## src/rtl/decode_issue_scoreboard.sv

```systemverilog
// decode_issue_scoreboard
//
// Decode/issue stage for the TinyRV1 core. Fetched instructions are queued
// in a small FIFO; the head entry is decoded, checked against a 32-entry
// pending-write scoreboard, and issued in order to the lowest-indexed execute
// pipe that supports its op class. An undecodable head is discarded with a
// one-cycle illegal pulse. A squash flushes all queued, unissued entries.
//
// Ports
//   clk, rst                     clock, asynchronous active-high reset
//   F_inst, F_pc, F_val, F_rdy   fetch handshake
//   rf_raddr0/1, rf_rdata0/1     register file read (rs1/rs2 of FIFO head)
//   X_val, X_rdy                 per-pipe issue handshake
//   X_pc, X_op1, X_op2, X_imm    shared issue data bus
//   X_uop, X_waddr, X_wen        micro-op, destination, write enable
//   cmpl_val, cmpl_waddr         per-pipe completion (pipe 0 in LSBs)
//   squash                       flush unissued instructions
//   illegal                      pulses when the head is discarded
module decode_issue_scoreboard #(
    parameter int unsigned                p_num_pipes = 2,
    parameter int unsigned                p_buf_depth = 4,
    parameter logic [4*p_num_pipes-1:0]   p_pipe_ops  = {4'b0010, 4'b1101}
) (
    input  logic                     clk,
    input  logic                     rst,
    input  logic [31:0]              F_inst,
    input  logic [31:0]              F_pc,
    input  logic                     F_val,
    output logic                     F_rdy,
    output logic [4:0]               rf_raddr0,
    output logic [4:0]               rf_raddr1,
    input  logic [31:0]              rf_rdata0,
    input  logic [31:0]              rf_rdata1,
    output logic [p_num_pipes-1:0]   X_val,
    input  logic [p_num_pipes-1:0]   X_rdy,
    output logic [31:0]              X_pc,
    output logic [31:0]              X_op1,
    output logic [31:0]              X_op2,
    output logic [31:0]              X_imm,
    output logic [2:0]               X_uop,
    output logic [4:0]               X_waddr,
    output logic                     X_wen,
    input  logic [p_num_pipes-1:0]   cmpl_val,
    input  logic [5*p_num_pipes-1:0] cmpl_waddr,
    input  logic                     squash,
    output logic                     illegal
);

    localparam int unsigned AW = $clog2(p_buf_depth);
    localparam logic [AW:0] PTR_ONE = {{AW{1'b0}}, 1'b1};

    localparam logic [3:0] CLS_ALU  = 4'b0001;
    localparam logic [3:0] CLS_MUL  = 4'b0010;
    localparam logic [3:0] CLS_MEM  = 4'b0100;
    localparam logic [3:0] CLS_CTRL = 4'b1000;

    typedef enum logic [2:0] {
        UOP_ADD  = 3'd0,
        UOP_ADDI = 3'd1,
        UOP_MUL  = 3'd2,
        UOP_LW   = 3'd3,
        UOP_SW   = 3'd4,
        UOP_JAL  = 3'd5,
        UOP_JR   = 3'd6,
        UOP_BNE  = 3'd7
    } uop_e;

    // FIFO pointers carry an extra wrap bit so full and empty stay distinct.
    logic [AW:0]  wr_ptr_q, wr_ptr_d, rd_ptr_q, rd_ptr_d;
    logic [31:0]  inst_mem_q [p_buf_depth];
    logic [31:0]  pc_mem_q   [p_buf_depth];
    logic [31:0]  pending_q, pending_d;

    logic         empty, full, enq, deq, issue;
    logic [31:0]  head_inst, head_pc;
    logic [4:0]   rs1, rs2, rd;
    logic         dec_ok, use_rs1, use_rs2, writes, wen, legal, hazard, found;
    uop_e         uop;
    logic [3:0]   cls;
    logic [31:0]  imm;
    logic [p_num_pipes-1:0] target_vec;

    assign empty     = (wr_ptr_q == rd_ptr_q);
    assign full      = (wr_ptr_q[AW] != rd_ptr_q[AW]) &&
                       (wr_ptr_q[AW-1:0] == rd_ptr_q[AW-1:0]);
    assign head_inst = inst_mem_q[rd_ptr_q[AW-1:0]];
    assign head_pc   = pc_mem_q[rd_ptr_q[AW-1:0]];
    assign rs1       = head_inst[19:15];
    assign rs2       = head_inst[24:20];
    assign rd        = head_inst[11:7];

    // Decode the head: op, class, immediate format and which register fields
    // are real sources. Anything not matched stays dec_ok = 0 (illegal).
    always_comb begin
        dec_ok  = 1'b0;
        uop     = UOP_ADD;
        cls     = 4'b0000;
        imm     = 32'd0;
        use_rs1 = 1'b0;
        use_rs2 = 1'b0;
        writes  = 1'b0;
        case (head_inst[6:0])
            7'b0110011: begin
                if (head_inst[14:12] == 3'b000 && head_inst[31:25] == 7'b0000000) begin
                    dec_ok = 1'b1; uop = UOP_ADD; cls = CLS_ALU;
                    use_rs1 = 1'b1; use_rs2 = 1'b1; writes = 1'b1;
                end else if (head_inst[14:12] == 3'b000 && head_inst[31:25] == 7'b0000001) begin
                    dec_ok = 1'b1; uop = UOP_MUL; cls = CLS_MUL;
                    use_rs1 = 1'b1; use_rs2 = 1'b1; writes = 1'b1;
                end
            end
            7'b0010011: begin
                if (head_inst[14:12] == 3'b000) begin
                    dec_ok = 1'b1; uop = UOP_ADDI; cls = CLS_ALU;
                    imm = {{20{head_inst[31]}}, head_inst[31:20]};
                    use_rs1 = 1'b1; writes = 1'b1;
                end
            end
            7'b0000011: begin
                if (head_inst[14:12] == 3'b010) begin
                    dec_ok = 1'b1; uop = UOP_LW; cls = CLS_MEM;
                    imm = {{20{head_inst[31]}}, head_inst[31:20]};
                    use_rs1 = 1'b1; writes = 1'b1;
                end
            end
            7'b0100011: begin
                if (head_inst[14:12] == 3'b010) begin
                    dec_ok = 1'b1; uop = UOP_SW; cls = CLS_MEM;
                    imm = {{20{head_inst[31]}}, head_inst[31:25], head_inst[11:7]};
                    use_rs1 = 1'b1; use_rs2 = 1'b1;
                end
            end
            7'b1101111: begin
                dec_ok = 1'b1; uop = UOP_JAL; cls = CLS_CTRL;
                imm = {{11{head_inst[31]}}, head_inst[31], head_inst[19:12],
                       head_inst[20], head_inst[30:21], 1'b0};
                writes = 1'b1;
            end
            7'b1100111: begin
                if (head_inst[14:12] == 3'b000) begin
                    dec_ok = 1'b1; uop = UOP_JR; cls = CLS_CTRL;
                    imm = {{20{head_inst[31]}}, head_inst[31:20]};
                    use_rs1 = 1'b1; writes = 1'b1;
                end
            end
            7'b1100011: begin
                if (head_inst[14:12] == 3'b001) begin
                    dec_ok = 1'b1; uop = UOP_BNE; cls = CLS_CTRL;
                    imm = {{19{head_inst[31]}}, head_inst[31], head_inst[7],
                           head_inst[30:25], head_inst[11:8], 1'b0};
                    use_rs1 = 1'b1; use_rs2 = 1'b1;
                end
            end
            default: ;
        endcase
    end

    // Pick the lowest-indexed pipe whose class mask covers the head's class.
    // No match leaves found = 0, which makes the instruction illegal.
    always_comb begin
        target_vec = '0;
        found      = 1'b0;
        for (int i = 0; i < int'(p_num_pipes); i++) begin
            if (!found && ((p_pipe_ops[4*i +: 4] & cls) != 4'b0000)) begin
                target_vec[i] = 1'b1;
                found         = 1'b1;
            end
        end
    end

    assign wen    = writes && (rd != 5'd0);
    assign legal  = dec_ok && found;
    assign hazard = (use_rs1 && (rs1 != 5'd0) && pending_q[rs1]) ||
                    (use_rs2 && (rs2 != 5'd0) && pending_q[rs2]) ||
                    (wen && pending_q[rd]);

    assign X_val   = (!empty && legal && !hazard && !squash && !rst) ? target_vec : '0;
    assign illegal = !empty && !legal && !squash && !rst;
    assign issue   = |(X_val & X_rdy);
    assign deq     = issue || illegal;
    assign F_rdy   = !full && !rst;
    assign enq     = F_val && F_rdy && !squash;

    assign rf_raddr0 = rs1;
    assign rf_raddr1 = rs2;
    assign X_pc      = head_pc;
    assign X_op1     = (uop == UOP_JAL) ? head_pc : ((rs1 == 5'd0) ? 32'd0 : rf_rdata0);
    assign X_op2     = (rs2 == 5'd0) ? 32'd0 : rf_rdata1;
    assign X_imm     = imm;
    assign X_uop     = uop;
    assign X_waddr   = rd;
    assign X_wen     = wen;

    // Pointer and scoreboard next state. Completions clear first so that an
    // issue setting the same bit in the same cycle wins; x0 is never pending.
    always_comb begin
        wr_ptr_d  = wr_ptr_q;
        rd_ptr_d  = rd_ptr_q;
        pending_d = pending_q;
        if (enq) wr_ptr_d = wr_ptr_q + PTR_ONE;
        if (deq) rd_ptr_d = rd_ptr_q + PTR_ONE;
        if (squash) rd_ptr_d = wr_ptr_q;
        for (int i = 0; i < int'(p_num_pipes); i++) begin
            if (cmpl_val[i]) pending_d[cmpl_waddr[5*i +: 5]] = 1'b0;
        end
        if (issue && wen) pending_d[rd] = 1'b1;
        pending_d[0] = 1'b0;
    end

    // Control state: cleared immediately by the asynchronous reset.
    always_ff @(posedge clk or posedge rst) begin
        if (rst) begin
            wr_ptr_q  <= '0;
            rd_ptr_q  <= '0;
            pending_q <= '0;
        end else begin
            wr_ptr_q  <= wr_ptr_d;
            rd_ptr_q  <= rd_ptr_d;
            pending_q <= pending_d;
        end
    end

    // FIFO payload storage needs no reset; validity comes from the pointers.
    always_ff @(posedge clk) begin
        if (enq) begin
            inst_mem_q[wr_ptr_q[AW-1:0]] <= F_inst;
            pc_mem_q[wr_ptr_q[AW-1:0]]   <= F_pc;
        end
    end

endmodule
```

## config.mk

```make
export PLATFORM = sky130hd
export DESIGN_NAME = decode_issue_scoreboard
export DESIGN_NICKNAME = d
export VERILOG_FILES = /design/src/rtl/decode_issue_scoreboard.sv
export SDC_FILE = /design/constraint.sdc
export NUM_CORES = 1
export LEC_CHECK = 0
export CAP_MARGIN = 0
export CORE_ASPECT_RATIO = 0.5
export CORE_UTILIZATION = 55
export CTS_CLUSTER_SIZE = 16
export DETAILED_ROUTE_END_ITERATION = 7
export PLACE_DENSITY = 0.87
export SYNTH_ARGS = -nofsm -noshare
export SYNTH_HDL_FRONTEND = slang
export SYNTH_SLANG_ARGS = --single-unit
```

## constraint.sdc

```tcl
create_clock -name clk -period 9.75 [get_ports clk]
set_clock_uncertainty 0.15 [all_clocks]
set_input_delay 1.95 -clock clk [delete_from_list [all_inputs] [get_ports clk]]
set_output_delay 1.95 -clock clk [all_outputs]
set_load 0.02 [all_outputs]
```

==> results.json <==
{
  "status": "completed",
  "gr-total-overflow": 0,
  "ys.warnings.count": 0,
  "crit_fanout": 52,
  "num_vias": 9629,
  "worstPathRequired_ps": 7650,
  "synth_most_common_cell": "edfxtp_1",
  "path_class": "flip-flop to primary output",
  "placed_area_um2": 17000,
  "place_inst": 1520,
  "die_w_um": 227,
  "stdcell_count": 1565,
  "power.density_nw_per_um2": 235,
  "synthTopCellsByArea": "edfxtp_1 55%, mux4_2 7.6%, dfrtp_1 6.7%",
  "dp_slack_ps": 3050,
  "postLayoutCellArea_um2": 17800,
  "tightestPinTransition_ps": 1290,
  "drt_iter0_markers": 1000,
  "grt_pass1_wl_um": 56700,
  "min_path_type": "flip-flop to flip-flop",
  "via_per_inst": 6.15,
  "synth_cell_type_count": 68,
  "total_leakage_power_nw": 6.19,
  "cts_buffers": 26,
  "finalSetupViolCount": 0,
  "drv_slew": 0,
  "root_buffer": "clkbuf_16",
  "dp_hpwl_um": 25000,
  "multiInputGateArea_um2": 4880,
  "cts_resized": 0,
  "synth_top_area_share_pct": 55.2,
  "max-clock-path-buffers": 3,
  "finalCriticalPeriod_ps": 7350,
  "synth-main-ff-cell": "edfxtp_1",
  "slew_headroom_pct": 14.1,
  "postCtsHoldBufs": 0,
  "maxCapViolations": 0,
  "tns_ps": 0,
  "hold_viol": 0,
  "endpoint_kind": "primary output",
  "slowest_stage": "dfrtp_4",
  "ys_seq_area_share_pct": 61.9,
  "initial_core_util_pct": 57.0,
  "grt.total_usage_pct": 29.3,
  "start_kind": "flip-flop",
  "syn2layout_area_growth_pct": 27.8,
  "crit_chain": "buf_4 -> mux4_1 -> nor2_1 -> nand3_1 -> o21ai_0 -> o31ai_1 -> nand3b_1 -> nor3b_1 -> clkdlybuf4s50_1",
  "netlist_instances": 945,
  "max_stage_delay_ps": 1050,
  "fill_cells": 1531,
  "rsz0062_at_grt": "no",
  "arrival_ps": 5250,
  "routabilityCongestion": 0.927,
  "irDropWorstVdd_mv": 0.143,
  "synth.net_count": 1096,
  "pin_count": 297,
  "clk_latency_ps": 560,
  "synth_common_cells": "256 x edfxtp_1, 138 x nand2_1, 51 x mux2i_1, 47 x mux4_2, 44 x o21ai_0",
  "synth.largest_area_cell": "edfxtp_1",
  "ant_nets": 0,
  "post-route-period-util_pct": 75.4,
  "drive_gt1_share_pct": 9.76,
  "synth-edff-count": 256,
  "die_h_um": 115,
  "clk_pin_slew_ps": 80,
  "ys_async_sr_fraction_pct": 12.6,
  "htree_levels": 1,
  "fin_nets": 1363,
  "die_area_um2": 26000,
  "numClockSinks": 293,
  "grt_max_degree": 75,
  "drt-wirelength-per-cell_um": 24.2,
  "rows": 40,
  "n_antenna_cell": 0,
  "ys_ff_latch": 293,
  "drc": 0,
  "tritoncts": "yes",
  "core_area_um2": 24400,
  "first_pass_iters": 5,
  "timing.fmax_ghz": 0.136,
  "grt_pass1_vias": 9681,
  "fin_util_pct": 72.8,
  "portBuffers": 296,
  "worst_slack_ps": 2400,
  "synth_area_um2": 13900,
  "finalWirelength_um": 37900,
  "seq_area_um2": 8620,
  "antenna_found_initial": 0,
  "post-cts-setup-buffers": 0,
  "synth.avg_cell_area_um2": 14.7
}
==> through the flow <==
step	total power, mW	hold WS [ps]
final	4.18	413
after global routing	4.32	425
after CTS	4.18	413
after detailed placement	3.16	378
after global placement	3.13	358
after floorplan	2.59	332
==> placed cells by master (no fill, tap or decap), types with 20 or more instances in the layout <==
master and count:
a22oi_1 33, and2_1 33, clkbuf_16 26, clkdlybuf4s50_1 296, dfrtp_1 35, edfxtp_1 256
mux2i_1 51, mux4_2 47, nand2_1 138, nor2_1 20, o21ai_0 44, o31ai_1 20
==> registers in the layout, summed over array words and instances (netlist names) <==
signal      cells
pending_q      31
rd_ptr_q        3
inst_mem_q    128
pc_mem_q      128
wr_ptr_q        3
==> final cells by class <==
class	count	area share (%)
clock buffer	27	3.68
clock inverter	18	0.907
inverter	10	0.211
multi-input combinational	578	27.4
sequential	293	48.5
tap	336	2.36
timing repair buffer	303	17.0
==> report_power, final <==
| group | internal (mW) | leakage, nW | total, mW | switching, mW |
|---|---|---|---|---|
| logic | 0.719 | 2.98 | 1.62 | 0.897 |
| registers | 1.45 | 2.81 | 1.55 | 0.103 |
| clock network | 0.543 | 0.398 | 1.01 | 0.471 |
==> cells by family after synthesis <==
family / count (synthesis) / synth area share, %
and+or+nand+nor: 300 / 11.0
DFF: 293 / 61.9
AOI/OAI and AO/OA: 148 / 8.10
muxes: 120 / 15.1
buffers and inverters: 74 / 3.14
xor gates and xnor gates: 5 / 0.315
adders and majority gates: 5 / 0.449
==> final timing paths <==
check / startpoint / end / slack (ps) / depth (start not counted)
worst min-delay path: wr_ptr_q[2]$_DFFE_PP0P_ / wr_ptr_q[2]$_DFFE_PP0P_ / 410 / 1
min in group asynchronous: rst / wr_ptr_q[0]$_DFFE_PP0P_ / 1770 / 3
max in group asynchronous: rst / rd_ptr_q[0]$_DFFE_PP0P_ / 7290 / 3
worst min register to register: wr_ptr_q[2]$_DFFE_PP0P_ / wr_ptr_q[2]$_DFFE_PP0P_ / 410 / 1
worst max register to register: rd_ptr_q[0]$_DFFE_PP0P_ / pending_q[31]$_DFF_PP0_ / 4640 / 9
worst max-delay path: rd_ptr_q[0]$_DFFE_PP0P_ / X_val[0] / 2400 / 9
==> routing by layer <==
layer  GRT usage, %  part of all wire, %  wire [um]
met3           5.00                  6.5       2450
met1           39.1                   40      15300
met2           48.8                   50      19000
met5              0                    0          0
met4           10.6                  3.1       1180
==> worst max-delay path, delay by kind of cell (launching register included) <==
family,cells,cell delay (ps)
muxes,1,660
AOI/OAI and AO/OA,2,860
DFF,1,1050
buffers and inverters,2,1160
and+or+nand+nor,4,920
(Power assumes the default switching activity.)
